$ cat src/rtl/multicycle_ctrl_fsm.sv
// Multi-cycle RV32 control sequencer: FETCH -> DECODE -> EXEC -> MEM -> WB with memory timeout fault.
// Optional build macro CTRL_INSTRET_EN adds a 32-bit retired-instruction counter output (instret).
module multicycle_ctrl_fsm #(
  parameter int unsigned TIMEOUT_CYCLES = 255
) (
  input  logic        clock,
  input  logic        reset,
  input  logic        start,
  input  logic [6:0]  opcode,
  input  logic        branch_taken,
  input  logic        mem_ready,
  output logic        mem_req,
  output logic        mem_we,
  output logic        ir_write,
  output logic        pc_write,
  output logic        pc_branch,
  output logic        reg_write,
  output logic        mem_to_reg,
  output logic [3:0]  alu_ctrl,
  output logic [2:0]  state,
`ifdef CTRL_INSTRET_EN
  output logic        fault,
  output logic [31:0] instret
`else
  output logic        fault
`endif
);

  typedef enum logic [2:0] {
    S_IDLE   = 3'd0,
    S_FETCH  = 3'd1,
    S_DECODE = 3'd2,
    S_EXEC   = 3'd3,
    S_MEM    = 3'd4,
    S_WB     = 3'd5,
    S_HALT   = 3'd6
  } state_t;

  localparam logic [6:0] OP_R      = 7'b0110011;
  localparam logic [6:0] OP_LOAD   = 7'b0000011;
  localparam logic [6:0] OP_STORE  = 7'b0100011;
  localparam logic [6:0] OP_BRANCH = 7'b1100011;

  localparam logic [3:0] ALU_IDLE = 4'b0000;
  localparam logic [3:0] ALU_ADD  = 4'b0010;
  localparam logic [3:0] ALU_SUB  = 4'b0110;

  localparam logic [15:0] TIMEOUT_LAST = 16'(TIMEOUT_CYCLES - 1);

  state_t      state_q;
  state_t      state_d;
  logic [6:0]  op_q;
  logic [15:0] wait_cnt;

  logic is_load;
  logic is_store;
  logic is_branch;
  logic opcode_legal;
  logic in_access;
  logic timeout_hit;
  logic enter_access;

  assign is_load   = (op_q == OP_LOAD);
  assign is_store  = (op_q == OP_STORE);
  assign is_branch = (op_q == OP_BRANCH);

  assign opcode_legal = (opcode == OP_R) || (opcode == OP_LOAD) ||
                        (opcode == OP_STORE) || (opcode == OP_BRANCH);

  assign in_access    = (state_q == S_FETCH) || (state_q == S_MEM);
  assign timeout_hit  = (wait_cnt == TIMEOUT_LAST);
  assign enter_access = (state_d != state_q) &&
                        ((state_d == S_FETCH) || (state_d == S_MEM));

  assign state = state_q;

  always_ff @(posedge clock) begin
    if (reset) begin
      state_q <= S_IDLE;
    end else begin
      state_q <= state_d;
    end
  end

  always_ff @(posedge clock) begin
    if (reset) begin
      op_q <= 7'd0;
    end else if (state_q == S_DECODE) begin
      op_q <= opcode;
    end
  end

  // Wait counter restarts on every new memory access; mem_ready on the last allowed cycle still completes.
  always_ff @(posedge clock) begin
    if (reset) begin
      wait_cnt <= 16'd0;
    end else if (enter_access) begin
      wait_cnt <= 16'd0;
    end else if (in_access && !mem_ready) begin
      wait_cnt <= wait_cnt + 16'd1;
    end
  end

  always_comb begin
    state_d = state_q;
    case (state_q)
      S_IDLE: begin
        if (start) state_d = S_FETCH;
      end
      S_FETCH: begin
        if (mem_ready)        state_d = S_DECODE;
        else if (timeout_hit) state_d = S_HALT;
      end
      S_DECODE: begin
        state_d = opcode_legal ? S_EXEC : S_HALT;
      end
      S_EXEC: begin
        case (op_q)
          OP_R:               state_d = S_WB;
          OP_LOAD, OP_STORE:  state_d = S_MEM;
          OP_BRANCH:          state_d = S_FETCH;
          default:            state_d = S_HALT;
        endcase
      end
      S_MEM: begin
        if (mem_ready)        state_d = is_load ? S_WB : S_FETCH;
        else if (timeout_hit) state_d = S_HALT;
      end
      S_WB: begin
        state_d = S_FETCH;
      end
      S_HALT: begin
        state_d = S_HALT;
      end
      default: begin
        state_d = S_HALT;
      end
    endcase
  end

  // ir_write, pc_write and pc_branch follow mem_ready/branch_taken combinationally; the rest are Moore.
  always_comb begin
    mem_req    = 1'b0;
    mem_we     = 1'b0;
    ir_write   = 1'b0;
    pc_write   = 1'b0;
    pc_branch  = 1'b0;
    reg_write  = 1'b0;
    mem_to_reg = 1'b0;
    alu_ctrl   = ALU_IDLE;
    fault      = 1'b0;
    case (state_q)
      S_IDLE: begin
      end
      S_FETCH: begin
        mem_req  = 1'b1;
        ir_write = mem_ready;
        pc_write = mem_ready;
      end
      S_DECODE: begin
      end
      S_EXEC: begin
        alu_ctrl  = is_branch ? ALU_SUB : ALU_ADD;
        pc_branch = is_branch && branch_taken;
      end
      S_MEM: begin
        mem_req  = 1'b1;
        mem_we   = is_store;
        alu_ctrl = ALU_ADD;
      end
      S_WB: begin
        reg_write  = 1'b1;
        mem_to_reg = is_load;
      end
      S_HALT: begin
        fault = 1'b1;
      end
      default: begin
        fault = 1'b1;
      end
    endcase
  end

`ifdef CTRL_INSTRET_EN
  logic        retire;
  logic [31:0] instret_q;

  assign retire = ((state_q == S_EXEC) && is_branch) ||
                  ((state_q == S_MEM) && is_store && mem_ready) ||
                  (state_q == S_WB);

  always_ff @(posedge clock) begin
    if (reset) begin
      instret_q <= 32'd0;
    end else if (retire) begin
      instret_q <= instret_q + 32'd1;
    end
  end

  assign instret = instret_q;
`endif

endmodule

$ cat config.mk
export PLATFORM = sky130hd
export DESIGN_NAME = multicycle_ctrl_fsm
export DESIGN_NICKNAME = d
export VERILOG_FILES = /design/src/rtl/multicycle_ctrl_fsm.sv
export SDC_FILE = /design/constraint.sdc
export NUM_CORES = 1
export LEC_CHECK = 0
export ABC_AREA = 1
export BUFFER_PORTS_ARGS = -buffer_cell sky130_fd_sc_hd__buf_2
export CAP_MARGIN = 20
export CORE_MARGIN = 5
export CORE_UTILIZATION = 40
export DETAILED_ROUTE_END_ITERATION = 6
export SYNTH_ARGS = -nofsm -noshare
export SYNTH_HDL_FRONTEND = slang
export SYNTH_SLANG_ARGS = --single-unit
$ cat constraint.sdc
create_clock -name clock -period 4 [get_ports clock]
set_clock_uncertainty 0.05 [all_clocks]
set_input_delay 0.8 -clock clock [delete_from_list [all_inputs] [get_ports clock]]
set_output_delay 0.8 -clock clock [all_outputs]
set_load 0.02 [all_outputs]
**Word level (Yosys, flattened, before mapping)**

Index checks and enable logic that the tools add are counted.

- Flip-flop bits (word level): 26
- Bits of input ports: 12

- Equal/unequal tests: 17
- $add $sub $neg: 1
- Reduce and logical (&&, ||, !) cells: 14
- Mux-type cells: 17

Operator list:

| cell | number |
|---|---|
| $eq 7x6->1 const B | 4 |
| $mux 3 | 7 |
| $pmux 3 s6 | 1 |
| $add 16x1->16 const B | 1 |
| $eq 16x8->1 const B | 1 |
| $eq 7x2->1 const B | 2 |
| $eq 7x7->1 const B | 2 |
| $eq 3x3->1 const B | 3 |
| $pmux 3 s3 | 1 |
| $mux 1 | 7 |
| $eq 3x1->1 const B | 2 |
| $eq 3x2->1 const B | 2 |
| $pmux 3 s2 | 1 |
| $reduce_or 2->1 | 3 |
| $reduce_or 6->1 | 1 |
| $logic_or 1x1->1 | 5 |
| $logic_and 1x1->1 | 3 |
| $logic_not 3->1 | 1 |
| $ne 3x3->1 | 1 |
| $logic_not 1->1 | 1 |

**Logic depth before layout (Yosys ltp)**

Gate-level depths: netlist of run 1.

- Depth in word-level cells: 10
- Gate-level depth with buffers: 13
- Depth with buffers taken out: 12

**Least setup slack after synthesis of run 1**

Ideal clock, no wire load.

- Path type: flip-flop to output port
- From: register state_q[1], in the netlist state[1]
- To: output pc_branch
- Cell stages (with the launch flop): 5
- Buffers on the path: 0
- Arrival: 1.405 ns
- Slack: 1.745 ns
- Cell sequence: dfxtp_1 -> nand2_1 -> nor2_1 -> inv_1 -> nor3b_1

- Longest elaborated chain between the ends: 2

RTL lines:

| what | line | RTL |
|---|---|---|
| start, declared | 50 | `state_t state_q;` |
| start signal, assigned | 81 | `state_q <= state_d;` |
| $eq 3x2->1 | 152 | `case (state_q)` |
| $mux 1 | 152 |  |
| end, declared | 16 | `output logic pc_branch,` |

Every way passes these cells.

**Final worst setup path of run 1**

Ends and elaborated chain as after synthesis.

==> results of run 1 <==
## cell families (layout without fill, tap and decap cells)
group / after synthesis / after routing / synth area share, %
xor+xnor: 15 / 15 / 7.93
compound gates: 19 / 19 / 5.89
buf+inv: 51 / 71 / 13.7
fa+ha+maj: 2 / 2 / 1.51
mux: 1 / 1 / 0.604
other cells: 1 / 2 / 0.226
flops: 26 / 26 / 31.4
simple gates: 134 / 134 / 38.7
## layout by cell type, fill, tap and decap left out, types with 4 or more instances in the layout
cell type,instances
a21oi_1,8
o21ai_0,10
nand2_1,46
xnor2_1,4
inv_1,41
nand3_1,19
nor2_1,39
xor2_1,11
nor2_2,11
dfxtp_1,26
buf_2,24
## worst min-delay path: stages, from the launching register on
cell,delay (ns)
dfxtp_1,0.32
inv_1,0.06
a21oi_1,0.06
## path summary, 6_finish.rpt
check | from | end | slack (ns)
hold reg to reg | op_q[2]$_SDFFE_PP0P_ | op_q[2]$_SDFFE_PP0P_ | 0.42
setup / recovery | state[1]$_SDFF_PP0_ | pc_branch | 1.67
hold / removal | op_q[2]$_SDFFE_PP0P_ | op_q[2]$_SDFFE_PP0P_ | 0.42
setup reg to reg | state[1]$_SDFF_PP0_ | wait_cnt[2]$_SDFFE_PP0P_ | 1.94
## through the flow
stage / std cells / worst slack [ns]
3_3_place_gp: 317 / 1.86
2_1_floorplan: 250 / 1.75
6_report: 320 / 1.67
5_1_grt: 320 / 1.53
4_1_cts: 320 / 1.66
3_5_place_dp: 317 / 1.86
## where the power goes
| part | switching (W) | total (W) | internal [W] |
|---|---|---|---|
| registers | 0.0000167 | 0.000290 | 0.000273 |
| logic | 0.0000879 | 0.000131 | 0.0000427 |
| clock network | 0.0000779 | 0.000145 | 0.0000674 |
## metal layers
layer | global-route usage [%] | vias to the layer above | part of all wire [%]
met2 | 18.5 | 18 | 41
met4 | 4.74 | 0 | 1.5
li1 | - | 798 | -
met5 | 0 | - | 0
met1 | 18.4 | 611 | 54
met3 | 2.57 | 4 | 3.8
## sequential cells by signal, indices dropped and copies added, names as in the netlist
name,flops
op_q,7
state,3
wait_cnt,16
## layout make-up
cell class                      instances  area share [%]
Inverter                               44            9.06
Timing Repair Buffer                   24            6.59
Multi-Input combinational cell        173            50.1
Sequential cell                        26            28.6
Clock buffer                            3            2.26
Tap cell                               50            3.43
==> flow_metrics.py, run 1 <==
metrics = {
    "logic_synthesis": {
        "yosysWarnings": 0,
        "yosys-top-cells-count": "nand2_1 (46), inv_1 (41), nor2_1 (39)",
        "synth_edf_count": 0,
        "yosysUniqueCellTypes": 30,
        "synth.most_common_cell": "nand2_1",
        "yosys_most_used_dff": "dfxtp_1",
        "ys_seq_area_share_pct": 31.4,
        "ys_ff_latch": 26,
        "syn_inst": 249,
        "async_reset_ff_share_pct": 0,
        "synth_area_um2": 1660,
        "synth_top_area_share_pct": 31.4,
        "syn_area_per_cell_um2": 6.65,
        "synth_area_leader_cell": "dfxtp_1",
        "synthTopCellsByArea": "dfxtp_1 (31%), nand2_1 (10%), inv_1 (9.3%)",
    },
    "timing": {
        "fin_setup_tns_ns": 0,
        "worst_pin_slew_ns": 0.662,
        "period_share_pct": 58.3,
        "max_slew_margin_pct": 55.7,
        "hold_viol_final": 0,
        "fin_crit_ns": 2.33,
        "hold_slack_ns": 0.424,
        "setup_viol": 0,
        "maxSlewViolCount": 0,
        "max_freq_ghz": 0.429,
        "rsz0062_at_grt": "false",
    },
    "critical_path": {
        "crit_cells": 5,
        "worst-path-max-fanout": 8,
        "crit_path_start_kind": "register",
        "cp-end-kind": "primary output",
        "slowest_stage": "dfxtp_1",
        "worstSetupPathType": "reg2out",
        "cp.required_ns": 3.15,
        "path_cells": "nand2_1 -> nor2_1 -> inv_1 -> nor3b_1 -> buf_2",
        "r2r_cells": 9,
        "crit_arrival_ns": 1.48,
        "cp_top_family": "flip-flops",
        "slowest_delay_ns": 0.51,
        "critical_path_buf_inv_count": 2,
    },
    "outcome": {
        "status": "completed",
    },
    "clock_tree": {
        "cts_tree": "yes",
        "cts_resized": 0,
        "clkLatencyLatePin_ns": 0.26,
        "path_clk_slew_ns": 0.08,
        "clock-sinks": 26,
        "cts_buffers": 3,
        "htreeDepth": 1,
        "cts-hold-fix-buffers": 0,
        "cts_buffer_depth": 2,
        "post_cts_buffers": 0,
        "clockRootBuffer": "clkbuf_8",
    },
    "floorplan": {
        "die_w_um": 74.4,
        "die_area_um2": 5530,
        "start_util_pct": 41.4,
        "row_count": 23,
        "ioPinCount": 27,
        "core_um2": 4000,
        "die_y_um": 74.4,
    },
    "power": {
        "total_power_w": 0.000566,
        "ir_drop_uv": 166,
        "p_leak_nw": 0.930,
        "p_per_area_nw_per_um2": 310,
    },
    "placed_design": {
        "placed_area_um2": 1780,
        "place_hpwl_mm": 2.48,
        "portBuffers": 24,
        "place.gp.congestion": 0.771,
    },
    "route": {
        "route.detailed.drc": 0,
        "vias_per_cell": 4.47,
        "dr.first_iter.drc_count": 78,
        "drt_wl_total_mm": 3.14,
        "vias": 1431,
        "final_antenna_net_count": 0,
        "wl_per_cell_um": 9.82,
        "drtPass1Iterations": 4,
    },
    "grt": {
        "grt_max_degree": 17,
        "antenna_found_initial": 0,
        "grt_usage_pct": 12.7,
        "grt_pass1_vias": 1290,
        "grt_pass1_wl_mm": 5.53,
        "grt.overflow.total": 0,
    },
    "layout": {
        "nets": 286,
        "final_core_util_pct": 45.6,
        "postLayoutCellArea_um2": 1820,
        "seqCellArea_um2": 520,
        "drive_above_1_share_pct": 18.5,
        "areaGrowthSynthToFinish_pct": 10.0,
        "multi_input_area_um2": 913,
        "fill_cells": 441,
        "diodes": 0,
    },
    "hold_path": {
        "min_path_type": "reg2reg",
        "hold_path_depth": 2,
    },
    "job": {
        "max-cap-violations": 0,
    },
}
Note: power is estimated with default switching activity, not from simulation.
==> run 2, diff against run 1 <==
- clock period: 4 -> 2.1 ns (I/O delays scaled with it)
==> run 2 against run 1 <==
Against the previous run:
- via count up 2.1%
- combinational power up 96%
- clock power up 130%
- worst setup slack worse by 1.5 ns
- register-to-register slack worse by 1.7 ns
- critical path depth down 2
- count of clock-buffer cells in the layout up 1
- routed wire length up 6.5%
- critical path type unchanged
==> flow_metrics.py, run 2 (synthesis gave the netlist of run 1 again) <==
metrics = {
    "route": {
        "drt_wl_total_mm": 3.35,
        "vias": 1461,
        "vias_per_cell": 4.51,
        "wl_per_cell_um": 10.3,
        "final_antenna_net_count": 0,
        "drtPass1Iterations": 4,
        "route.detailed.drc": 0,
        "dr.first_iter.drc_count": 129,
    },
    "hold_path": {
        "min_path_type": "in2reg",
        "hp-start": "reset",
    },
    "power": {
        "p_clk_share_pct": 29.3,
        "p_seq_share_pct": 48.2,
        "p_sw_w": 0.000371,
        "p_leak_nw": 0.954,
        "combPwrFrac_pct": 22.4,
        "ir_drop_uv": 319,
        "intPower_w": 0.000774,
        "switching_share_pct": 32.4,
        "p_per_area_nw_per_um2": 615,
    },
    "placed_design": {
        "place_hpwl_mm": 2.59,
        "place.gp.congestion": 0.841,
        "portBuffers": 24,
        "pre_cts_ws_ns": 0.240,
    },
    "layout": {
        "final_core_util_pct": 46.5,
        "regMostFlops": "wait_cnt",
        "areaGrowthSynthToFinish_pct": 12.3,
        "mostFrequentLayoutCells": "nand2_1 (46), inv_1 (41), nor2_1 (39)",
        "drive_above_1_share_pct": 20.1,
        "diodes": 0,
        "final_common_cell": "nand2_1",
        "nets": 289,
        "largest_reg_flops": 16,
    },
    "floorplan": {
        "ioPinCount": 27,
        "core_um2": 4000,
        "row_count": 23,
        "die_area_um2": 5530,
        "die_w_um": 74.4,
        "start_util_pct": 41.4,
        "die_y_um": 74.4,
    },
    "grt": {
        "grt_max_degree": 17,
        "antenna_found_initial": 0,
        "grt.overflow.total": 0,
        "grt_pass1_wl_mm": 5.83,
        "grt_pass1_vias": 1308,
        "grt_usage_pct": 13.5,
    },
    "clock_tree": {
        "clock-sinks": 26,
        "cts_tree": "yes",
        "clkLatencyLatePin_ns": 0.28,
        "clockRootBuffer": "clkbuf_8",
        "cts_buffers": 3,
        "path_clk_slew_ns": 0.10,
        "cts_buffer_depth": 2,
        "htreeDepth": 1,
    },
    "timing": {
        "fin_ws_ns": 0.174,
        "max_freq_ghz": 0.519,
        "period_share_pct": 91.7,
        "maxSlewViolCount": 0,
        "hold_viol_final": 0,
        "rsz0062_at_grt": "false",
        "fin_crit_ns": 1.93,
        "setup_viol": 0,
        "fin_setup_tns_ns": 0,
    },
    "critical_path": {
        "worstSetupPathType": "reg2out",
        "cp-end-kind": "primary output",
        "crit_arrival_ns": 1.46,
        "cp.required_ns": 1.63,
        "crit_path_start_kind": "register",
        "worst-path-max-fanout": 10,
        "rr_startpoint": "state[2]$_SDFF_PP0_",
        "cp-startpoint": "state[2]$_SDFF_PP0_",
    },
    "job": {
        "max-cap-violations": 0,
    },
    "outcome": {
        "status": "completed",
    },
}
[run 2: cell types whose count changed in the layout (fill, tap and decap cells not counted)]
cell and change:
dfxtp_2 +1, clkbuf_8 +1, buf_4 +3, dfxtp_1 -1
[run 2: per-stage QoR]
stage,std cells,power (W),area (µm²),hold WS (ns)
2_1_floorplan,250,0.000772,1660,0.394
3_3_place_gp,320,0.000820,1800,0.408
3_5_place_dp,320,0.000822,1800,0.412
4_1_cts,324,0.00116,1860,0.272
5_1_grt,324,0.00122,1860,0.265
6_report,324,0.00114,1860,0.282
[run 2: final timing paths]
check,to,slack [ns],depth (start not counted)
worst max register to register,wait_cnt[10]$_SDFFE_PP0P_,0.26,10
worst min-delay path,state[1]$_SDFF_PP0_,0.28,2
worst min register to register,op_q[2]$_SDFFE_PP0P_,0.43,2
worst max-delay path,mem_we,0.17,3
[run 2: final cells by class]
type	count	area [µm²]
Tap cell	50	62.6
Clock buffer	4	55.1
Fill cell	423	2140
Inverter	44	165
Sequential cell	26	522
Timing Repair Buffer	27	143
Multi-Input combinational cell	173	913
[run 2: critical path, cell delays in order, from the launching register on]
cell     delay [ns]
dfxtp_1        0.55
nand2_2        0.17
nor4_1         0.25
buf_2          0.21
[run 2: power by group through the flow]
stage               registers [W]  logic [W]  clock network [W]
floorplan                0.000562   0.000210                  0
global placement         0.000563   0.000257                  0
detailed placement       0.000563   0.000259                  0
CTS                      0.000551   0.000260           0.000349
global route             0.000558   0.000292           0.000368
finish                   0.000552   0.000257           0.000336
[run 2: timing repair]
action                     CTS  global route
buffers inserted             0             0
resized for setup            0             1
setup endpoints to repair    0             1
hold buffers                 0             0
[run 2: per-layer routing]
metal	track usage [%]	vias to the layer above	wire (µm)	share of wire, %
met5	0	-	0	0
met4	4.74	0	56	1.7
met3	2.43	4	166	5.0
met2	19.5	30	1330	40
met1	20.1	622	1800	54
li1	-	805	-	-
==> run 3, diff against run 2 <==
- ABC_AREA: 1 -> unset
- GPL_ROUTABILITY_DRIVEN: unset -> 0
==> run 3 against run 2 <==
Against the previous run:
- the flow now finishes with violations (negative setup slack)
- hold slack improved by 0.066 ns
- global-route usage fell by 0.40 points
- clock power fell by 18%
- count of clock-buffer cells in the layout fell by 1
- highest routed layer is now met3
==> flow_metrics.py, run 3 <==
metrics = {
    "outcome": {
        "status": "finished with violations",
        "violations": "negative setup slack",
    },
    "clock_tree": {
        "path_clk_slew_ns": 0.09,
        "clockRootBuffer": "clkbuf_8",
        "clock-sinks": 26,
        "cts-hold-fix-buffers": 0,
        "cts_buffer_depth": 2,
        "post_cts_buffers": 0,
        "clkLatencyLatePin_ns": 0.26,
        "cts_resized": 3,
        "htreeDepth": 1,
        "cts_buffers": 3,
        "cts_tree": "yes",
    },
    "route": {
        "drtPass1Iterations": 4,
        "dr.first_iter.drc_count": 50,
        "route.detailed.drc": 0,
        "vias": 1426,
        "vias_per_cell": 4.85,
        "final_antenna_net_count": 0,
        "wl_per_cell_um": 11.7,
        "drt_wl_total_mm": 3.43,
    },
    "critical_path": {
        "worstSetupPathType": "reg2out",
        "cp-startpoint": "op_q[3]$_SDFFE_PP0P_",
        "rr_startpoint": "op_q[3]$_SDFFE_PP0P_",
        "worst-path-max-fanout": 3,
        "cp.required_ns": 1.63,
        "cp-end-kind": "primary output",
        "crit_arrival_ns": 1.66,
        "crit_path_start_kind": "register",
    },
    "placed_design": {
        "place_hpwl_mm": 2.68,
        "place_inst": 291,
        "pre_cts_ws_ns": -0.0195,
        "portBuffers": 24,
    },
    "power": {
        "p_leak_nw": 0.859,
        "total_power_w": 0.00103,
        "p_per_area_nw_per_um2": 502,
        "ir_drop_uv": 301,
    },
    "grt": {
        "grt_pass1_vias": 1263,
        "antenna_found_initial": 0,
        "grt_max_degree": 17,
        "grt_pass1_wl_mm": 5.53,
        "grt_usage_pct": 13.1,
        "grt.overflow.total": 0,
    },
    "hold_path": {
        "min_path_type": "in2reg",
        "hp-start": "opcode[2]",
    },
    "layout": {
        "regMostFlops": "wait_cnt",
        "nets": 262,
        "diodes": 0,
        "seqCellArea_um2": 524,
        "multi_input_area_um2": 917,
        "mostFrequentLayoutCells": "buf_4 (42), nor2_1 (29), dfxtp_1 (23)",
        "drive_above_1_share_pct": 37.8,
        "largest_reg_flops": 16,
        "final_common_cell": "buf_4",
        "areaGrowthSynthToFinish_pct": 37.1,
        "final_cells": 294,
        "fill_cells": 360,
    },
    "logic_synthesis": {
        "syn_inst": 183,
        "yosysUniqueCellTypes": 42,
        "yosys_most_used_dff": "dfxtp_1",
        "synthMuxAreaShare_pct": 0,
        "synth_area_um2": 1500,
        "ys_seq_area_share_pct": 34.8,
        "synth_compound_area_share_pct": 12.0,
        "synthTopCellsByArea": "dfxtp_1 (35%), nor2_1 (7.5%), nand2_1 (5.5%)",
        "async_reset_ff_share_pct": 0,
        "synth_top_area_share_pct": 34.8,
        "synth.most_common_cell": "nor2_1",
        "yosys-top-cells-count": "nor2_1 (30), dfxtp_1 (26), nand2_1 (22)",
        "yosysWarnings": 0,
        "synth_edf_count": 0,
        "synth_xor_area_share_pct": 9.94,
        "synth_area_leader_cell": "dfxtp_1",
        "synth-simple-area-share_pct": 33.1,
        "synth_top_family_by_area": "simple AND/OR/NAND/NOR gates",
        "synthAdderAreaFrac_pct": 3.01,
        "ys_ff_latch": 26,
        "syn_area_per_cell_um2": 8.18,
    },
    "floorplan": {
        "core_um2": 3630,
        "die_y_um": 71.2,
        "start_util_pct": 41.2,
        "die_w_um": 71.2,
        "ioPinCount": 27,
        "die_area_um2": 5070,
        "row_count": 22,
    },
    "timing": {
        "fin_crit_ns": 2.13,
        "rsz0062_at_grt": "true",
        "max_freq_ghz": 0.470,
        "fin_ws_ns": -0.0265,
        "fin_setup_tns_ns": -0.0541,
        "period_share_pct": 101,
        "setup_viol": 3,
        "maxSlewViolCount": 0,
        "hold_slack_ns": 0.348,
        "hold_viol_final": 0,
    },
    "job": {
        "max-cap-violations": 0,
    },
}
## run 3: cell count changes after synthesis, moves of 3 or more
| cell | delta |
|---|---|
| inv_1 | -32 |
| nand2_1 | -24 |
| nor2_2 | -11 |
| nand3_1 | -10 |
| nor2_1 | -9 |
| o21ai_0 | -9 |
| nor3_1 | +5 |
| a211oi_1 | +4 |
| xnor2_1 | +4 |
| and2_2 | +3 |
| inv_2 | -3 |
| nand2_4 | -3 |
## run 3: layer usage
| layer | GRT usage [%] | vias to the layer above | wire length, µm |
|---|---|---|---|
| li1 | - | 749 | - |
| met1 | 18.6 | 660 | 1700 |
| met2 | 21.0 | 17 | 1640 |
| met3 | 1.70 | 0 | 96 |
| met4 | 3.13 | 0 | 0 |
| met5 | 0 | - | 0 |
## run 3: cell type report
| type | count | area share (%) |
|---|---|---|
| inverter | 9 | 1.65 |
| timing repair buffer | 67 | 23.2 |
| clock buffer | 3 | 2.01 |
| sequential | 26 | 25.5 |
| multi-input combinational | 141 | 44.7 |
| tap | 48 | 2.93 |
## run 3: per-stage QoR
step / util, % / instance area [µm²]
6_report: 56.5 / 2050
5_1_grt: 56.5 / 2050
4_1_cts: 55.4 / 2010
3_5_place_dp: 54.0 / 1960
3_3_place_gp: 54.0 / 1960
2_1_floorplan: - / 1510
## run 3: kinds of logic after synthesis
| logic type | after synthesis |
|---|---|
| AO/OA/AOI/OAI | 24 |
| XOR/XNOR | 17 |
| adder cells (fa/ha/maj) | 4 |
| buffers and inverters | 17 |
| flip-flops | 26 |
| other | 1 |
| AND/OR/NAND/NOR | 94 |
## run 3: worst paths after layout
path	to	slack (ns)	cells past startpoint
worst max register to register	wait_cnt[1]$_SDFFE_PP0P_	-0.01	9
worst min-delay path	op_q[2]$_SDFFE_PP0P_	0.35	3
worst min register to register	op_q[3]$_SDFFE_PP0P_	0.41	2
worst max-delay path	pc_branch	-0.03	6
## run 3: critical path, cell delays in order, from the launching register on
cell       delay (ns)
dfxtp_1          0.32
nand4bb_4        0.22
buf_4            0.15
or3_4            0.36
nor2_4           0.10
and2_4           0.14
buf_6            0.10
## run 3: power by group
group          internal [W]  leakage, nW  total (W)  switching [W]
registers          0.000507        0.211   0.000517      0.0000108
logic              0.000108        0.626   0.000238       0.000129
clock network      0.000128       0.0216   0.000275       0.000147
